<file path="config.mk">
export PLATFORM = sky130hd
export DESIGN_NAME = compare_result_tracker
export DESIGN_NICKNAME = d
export VERILOG_FILES = /design/src/rtl/compare_result_pkg.sv /design/src/rtl/sat_counter.sv /design/src/rtl/compare_result_tracker.sv
export SDC_FILE = /design/constraint.sdc
export NUM_CORES = 1
export LEC_CHECK = 0
export CAP_MARGIN = 20
export CORE_UTILIZATION = 25
export DETAILED_ROUTE_END_ITERATION = 10
export GPL_TIMING_DRIVEN = 0
export PLACE_DENSITY = 0.48
export SYNTH_ARGS = -nofsm -noshare
export SYNTH_HDL_FRONTEND = slang
export SYNTH_SLANG_ARGS = --single-unit
</file>
<file path="constraint.sdc">
create_clock -name clk -period 4.1 [get_ports clk]
set_input_delay 0.82 -clock clk [delete_from_list [all_inputs] [get_ports clk]]
set_output_delay 0.82 -clock clk [all_outputs]
set_load 0.02 [all_outputs]
</file>
<file path="src/rtl/compare_result_pkg.sv">
// Shared definitions for the comparator result tracker:
// result code constants, FSM state encoding, code legality check.
package compare_result_pkg;

  localparam logic [2:0] R_GT = 3'b100;
  localparam logic [2:0] R_EQ = 3'b010;
  localparam logic [2:0] R_LT = 3'b001;

  typedef enum logic [1:0] {
    ST_IDLE   = 2'd0,
    ST_TRACK  = 2'd1,
    ST_LOCKED = 2'd2,
    ST_ERR    = 2'd3
  } state_t;

  function automatic logic is_legal(input logic [2:0] r);
    return (r != 3'b000) && ((r & (r - 3'd1)) == 3'b000);
  endfunction

endpackage

</file>
<file path="src/rtl/sat_counter.sv">
// Saturating up-counter with synchronous clear and async reset.
// Ports: clk, rst (async, high), clr, inc, count (W bits).
module sat_counter #(
  parameter int W = 8
) (
  input  logic         clk,
  input  logic         rst,
  input  logic         clr,
  input  logic         inc,
  output logic [W-1:0] count
);

  logic [W-1:0] count_q;
  logic [W-1:0] count_d;

  always_comb begin
    count_d = count_q;
    if (clr) begin
      count_d = '0;
    end else if (inc && (count_q != {W{1'b1}})) begin
      count_d = count_q + W'(1);
    end
  end

  always_ff @(posedge clk or posedge rst) begin
    if (rst) begin
      count_q <= '0;
    end else begin
      count_q <= count_d;
    end
  end

  assign count = count_q;

endmodule

</file>
<file path="src/rtl/compare_result_tracker.sv">
// Debounces 3-bit comparator result codes: per-outcome saturating
// tallies, decision lock after STABLE_N identical codes, sticky
// illegal-code error. Ports: clk, rst (async, high), R_valid, R,
// clear -> gt/eq/lt_count, decision, decision_valid, code_error.
module compare_result_tracker
  import compare_result_pkg::*;
#(
  parameter int CNT_W    = 8,
  parameter int STABLE_N = 3
) (
  input  logic             clk,
  input  logic             rst,
  input  logic             R_valid,
  input  logic [2:0]       R,
  input  logic             clear,
  output logic [CNT_W-1:0] gt_count,
  output logic [CNT_W-1:0] eq_count,
  output logic [CNT_W-1:0] lt_count,
  output logic [2:0]       decision,
  output logic             decision_valid,
  output logic             code_error
);

  localparam int RUN_W = $clog2(STABLE_N + 1);
  localparam logic [RUN_W-1:0] RUN_MAX = RUN_W'(STABLE_N);
  localparam logic [RUN_W-1:0] RUN_ONE = RUN_W'(1);

  state_t           state_q, state_d;
  logic [RUN_W-1:0] run_q, run_d;
  logic [2:0]       prev_q, prev_d;
  logic [2:0]       dec_q, dec_d;
  logic             inc_gt, inc_eq, inc_lt;
  logic             take;

  // A sample is considered only outside ERR and when not cleared.
  assign take = R_valid && !clear && (state_q != ST_ERR);

  always_comb begin
    state_d = state_q;
    run_d   = run_q;
    prev_d  = prev_q;
    dec_d   = dec_q;
    inc_gt  = 1'b0;
    inc_eq  = 1'b0;
    inc_lt  = 1'b0;
    if (clear) begin
      state_d = ST_IDLE;
      run_d   = '0;
      prev_d  = '0;
      dec_d   = '0;
    end else if (take) begin
      if (!is_legal(R)) begin
        state_d = ST_ERR;
      end else begin
        unique case (1'b1)
          R[2]: inc_gt = 1'b1;
          R[1]: inc_eq = 1'b1;
          R[0]: inc_lt = 1'b1;
          default: ;
        endcase
        if ((state_q == ST_IDLE) || (R != prev_q)) begin
          // New run starts; a threshold of one locks at once.
          run_d  = RUN_ONE;
          prev_d = R;
          if (RUN_MAX == RUN_ONE) begin
            state_d = ST_LOCKED;
            dec_d   = R;
          end else begin
            state_d = ST_TRACK;
          end
        end else begin
          if (run_q != RUN_MAX) begin
            run_d = run_q + RUN_ONE;
          end
          if (run_d == RUN_MAX) begin
            state_d = ST_LOCKED;
            dec_d   = R;
          end
        end
      end
    end
  end

  always_ff @(posedge clk or posedge rst) begin
    if (rst) begin
      state_q <= ST_IDLE;
      run_q   <= '0;
      prev_q  <= '0;
      dec_q   <= '0;
    end else begin
      state_q <= state_d;
      run_q   <= run_d;
      prev_q  <= prev_d;
      dec_q   <= dec_d;
    end
  end

  sat_counter #(.W(CNT_W)) u_gt (
    .clk   (clk),
    .rst   (rst),
    .clr   (clear),
    .inc   (inc_gt),
    .count (gt_count)
  );

  sat_counter #(.W(CNT_W)) u_eq (
    .clk   (clk),
    .rst   (rst),
    .clr   (clear),
    .inc   (inc_eq),
    .count (eq_count)
  );

  sat_counter #(.W(CNT_W)) u_lt (
    .clk   (clk),
    .rst   (rst),
    .clr   (clear),
    .inc   (inc_lt),
    .count (lt_count)
  );

  assign decision       = dec_q;
  assign decision_valid = (state_q == ST_LOCKED);
  assign code_error     = (state_q == ST_ERR);

endmodule

</file>
==> impl_metrics.toml <==
[clock_tree]
post-cts-setup-buffer-count = 0
clkSinkCount = 34
cts_buffer_depth = 2
tritoncts = "built"
clkLatencyLatePin_ns = 0.29
h-tree-depth = 2
cts_made_buffers = 5
cts-root-buf = "clkbuf_8"
holdBufCountCts = 0
cts_resized = 0
cts.clk_slew.worst_paths_ns = 0.07

[placement]
gp_congestion = 0.712
portBuffers = 33
dp_hpwl_um = 3720

[drt]
vias = 1748
top_layer_used = "met4"
drtPass1Iterations = 4
drt_iter0_drc = 106
routed_wl_um = 5330
drcViolationCount = 0
ant_nets = 0
wl_met2_um = 2550
wl_met3_um = 238
viasPerCell = 5.01
wl_met1_um = 2450
post_drt_wl_per_cell_um = 15.3

[critical_path]
critPathSlowestCell = "clkdlybuf4s50_1"
critPathCaptureType = "flip-flop"
max_stage_delay_ns = 0.68
path_max_fanout = 10
required_ns = 4.26
startpoint_type = "input port"
critPathKind = "in2reg"
path_cells = "clkdlybuf4s50_1, buf_2, clkbuf_1, buf_1, nor2_1"
crit_arrival_ns = 2.82

[logic_synthesis]
synth_nets = 217
yosys.area_share.adder_pct = 1.83
synth-edff-count = 0
synth_ff_type = "dfrtp_1"
syn_area_per_cell_um2 = 9.92
yosys.area_share.xor_xnor_pct = 3.05
synth-seq-cells = 34
synth-compound-area-share_pct = 16.3
ys_top_cells_by_area = "dfrtp_1 41%, mux2i_1 3.9%, a21oi_1 3.4%"
yosysMostFrequentCell = "dfrtp_1"
async_reset_ff_share_pct = 100
synth_simple_gate_area_share_pct = 24.0
ys_top_cells_by_count = "34 x dfrtp_1, 16 x nor2_1, 15 x nand2_1"
syn_area_um2 = 2050
synthMuxAreaShare_pct = 7.74
synth_top_family_by_area = "simple AND/OR/NAND/NOR gates"
ys_seq_area_share_pct = 41.4
synth_area_leader_cell = "dfrtp_1"
synthDistinctLibCells = 47
syn_inst = 207
ys_warn_count = 0
synth_top_area_share_pct = 41.4

[timing]
worst_pin_slew_ns = 0.748
finalSetupViolCount = 0
maxSlewViolCount = 0
hold_viol_final = 0
skew_ns = 0.00721
slew_headroom_pct = 50.1
fin_crit_sh_pct = 65.1
fmax_mhz = 375
timing.setup.tns_ns = 0
period_needed_ns = 2.67
hold_slack_ns = 0.480
rsz0062_at_grt = "no"

[floorplanning]
num_io_pins = 36
fp.dieW_um = 92.6
initial_core_util_pct = 26.2
die_y_um = 92.6
die_area_um2 = 8580
coreArea_um2 = 7850
placementRows = 32

[final_layout]
nets = 257
multi_input_area_um2 = 1090
n_antenna_cell = 0
seqCellArea_um2 = 851
area_growth_pct = 26.0
drive_above_1_share_pct = 13.8
nFillCells = 814

[global_routing]
grt_pass1_wl_um = 8680
overflow = 0
grt_pass1_vias = 1614
grt_max_degree = 35
antenna_found_initial = 0
grt_usage_pct = 13.2

[flow_run]
maxCapViolCount = 0

[power_and_ir_drop]
p_leak_uw = 0.00100
p_per_area_nw_per_um2 = 264
ir_worst_vdd_uv = 104

[status]
status = "finished, final reports clean"

[min_path]
hold_class = "reg2reg"
where the power goes:
group / switching, uW / internal [uW] / total (uW) / leakage, uW
Clock: 125 / 117 / 242 / 0.0000383
Sequential: 6.70 / 341 / 347 / 0.000471
Combinational: 60.2 / 32.0 / 92.2 / 0.000494
final cells by class:
class | instances | share of cell area, %
multi-input combinational | 154 | 42.0
clock buffer | 7 | 2.95
inverter | 5 | 0.725
timing repair buffer | 33 | 12.8
buffer | 14 | 3.72
tap | 102 | 4.93
sequential | 34 | 32.9
worst paths after layout:
path / from / endpoint / slack (ns) / depth (start not counted)
hold reg to reg: run_q[0] / run_q[0] / 0.48 / 1
min in group asynchronous: rst / u_gt.count[0] / 0.98 / 2
setup reg to reg: state_q[1] / u_eq.count[4] / 2.12 / 5
setup / recovery: clear / u_gt.count[1] / 1.43 / 5
hold / removal: run_q[0] / run_q[0] / 0.48 / 1
max in group asynchronous: rst / decision[2] / 2.64 / 2
registers in the layout, indices dropped and copies added, names as in the netlist:
| register | count |
|---|---|
| u_eq.count | 8 |
| u_gt.count | 8 |
| u_lt.count | 8 |
| decision | 3 |
| prev_q | 3 |
| run_q | 2 |
| state_q | 2 |
through the flow:
stage / power (uW) / worst slack (ns) / std cells / area (um2) / util [%]
2_1_floorplan: 417 / 1.97 / 207 / 2050 / -
3_3_place_gp: 447 / 1.09 / 342 / 2510 / 32.0
3_5_place_dp: 447 / 1.09 / 342 / 2510 / 32.0
4_1_cts: 692 / 1.41 / 349 / 2590 / 33.0
5_1_grt: 715 / 1.26 / 349 / 2590 / 33.0
6_report: 682 / 1.43 / 349 / 2590 / 33.0
per-layer routing:
metal	vias to the layer above	track usage, %
li1	845	-
met1	854	17.8
met2	42	20.8
met3	7	2.63
met4	0	5.00
met5	-	0
placed cells by master (no fill, tap or decap), drive strengths merged, types with 3 or more instances in the layout:
cell type	n
nand2	15
nor2	16
nand3	13
mux2	7
a21oi	14
buf	12
a31oi	3
a211oi	3
mux2i	8
inv	5
nor3	3
or3	3
o31ai	6
or4	4
nor4	7
o21ai	9
dfrtp	34
o21a	3
xnor2	3
nand4	10
clkbuf	9
nor2b	7
ha	3
clkdlybuf4s50	33
critical path: cells and delay by family:
family                 cells  cell delay, ns
buffers and inverters      4            1.90
AND/OR/NAND/NOR            1            0.10
logic make-up after synthesis:
kind of cell	Yosys count
AOI/OAI and AO/OA	46
adders and majority gates	3
DFF	34
and+or+nand+nor	85
xor gates and xnor gates	5
buffers and inverters	19
muxes	15
(Power assumes the default switching activity.)
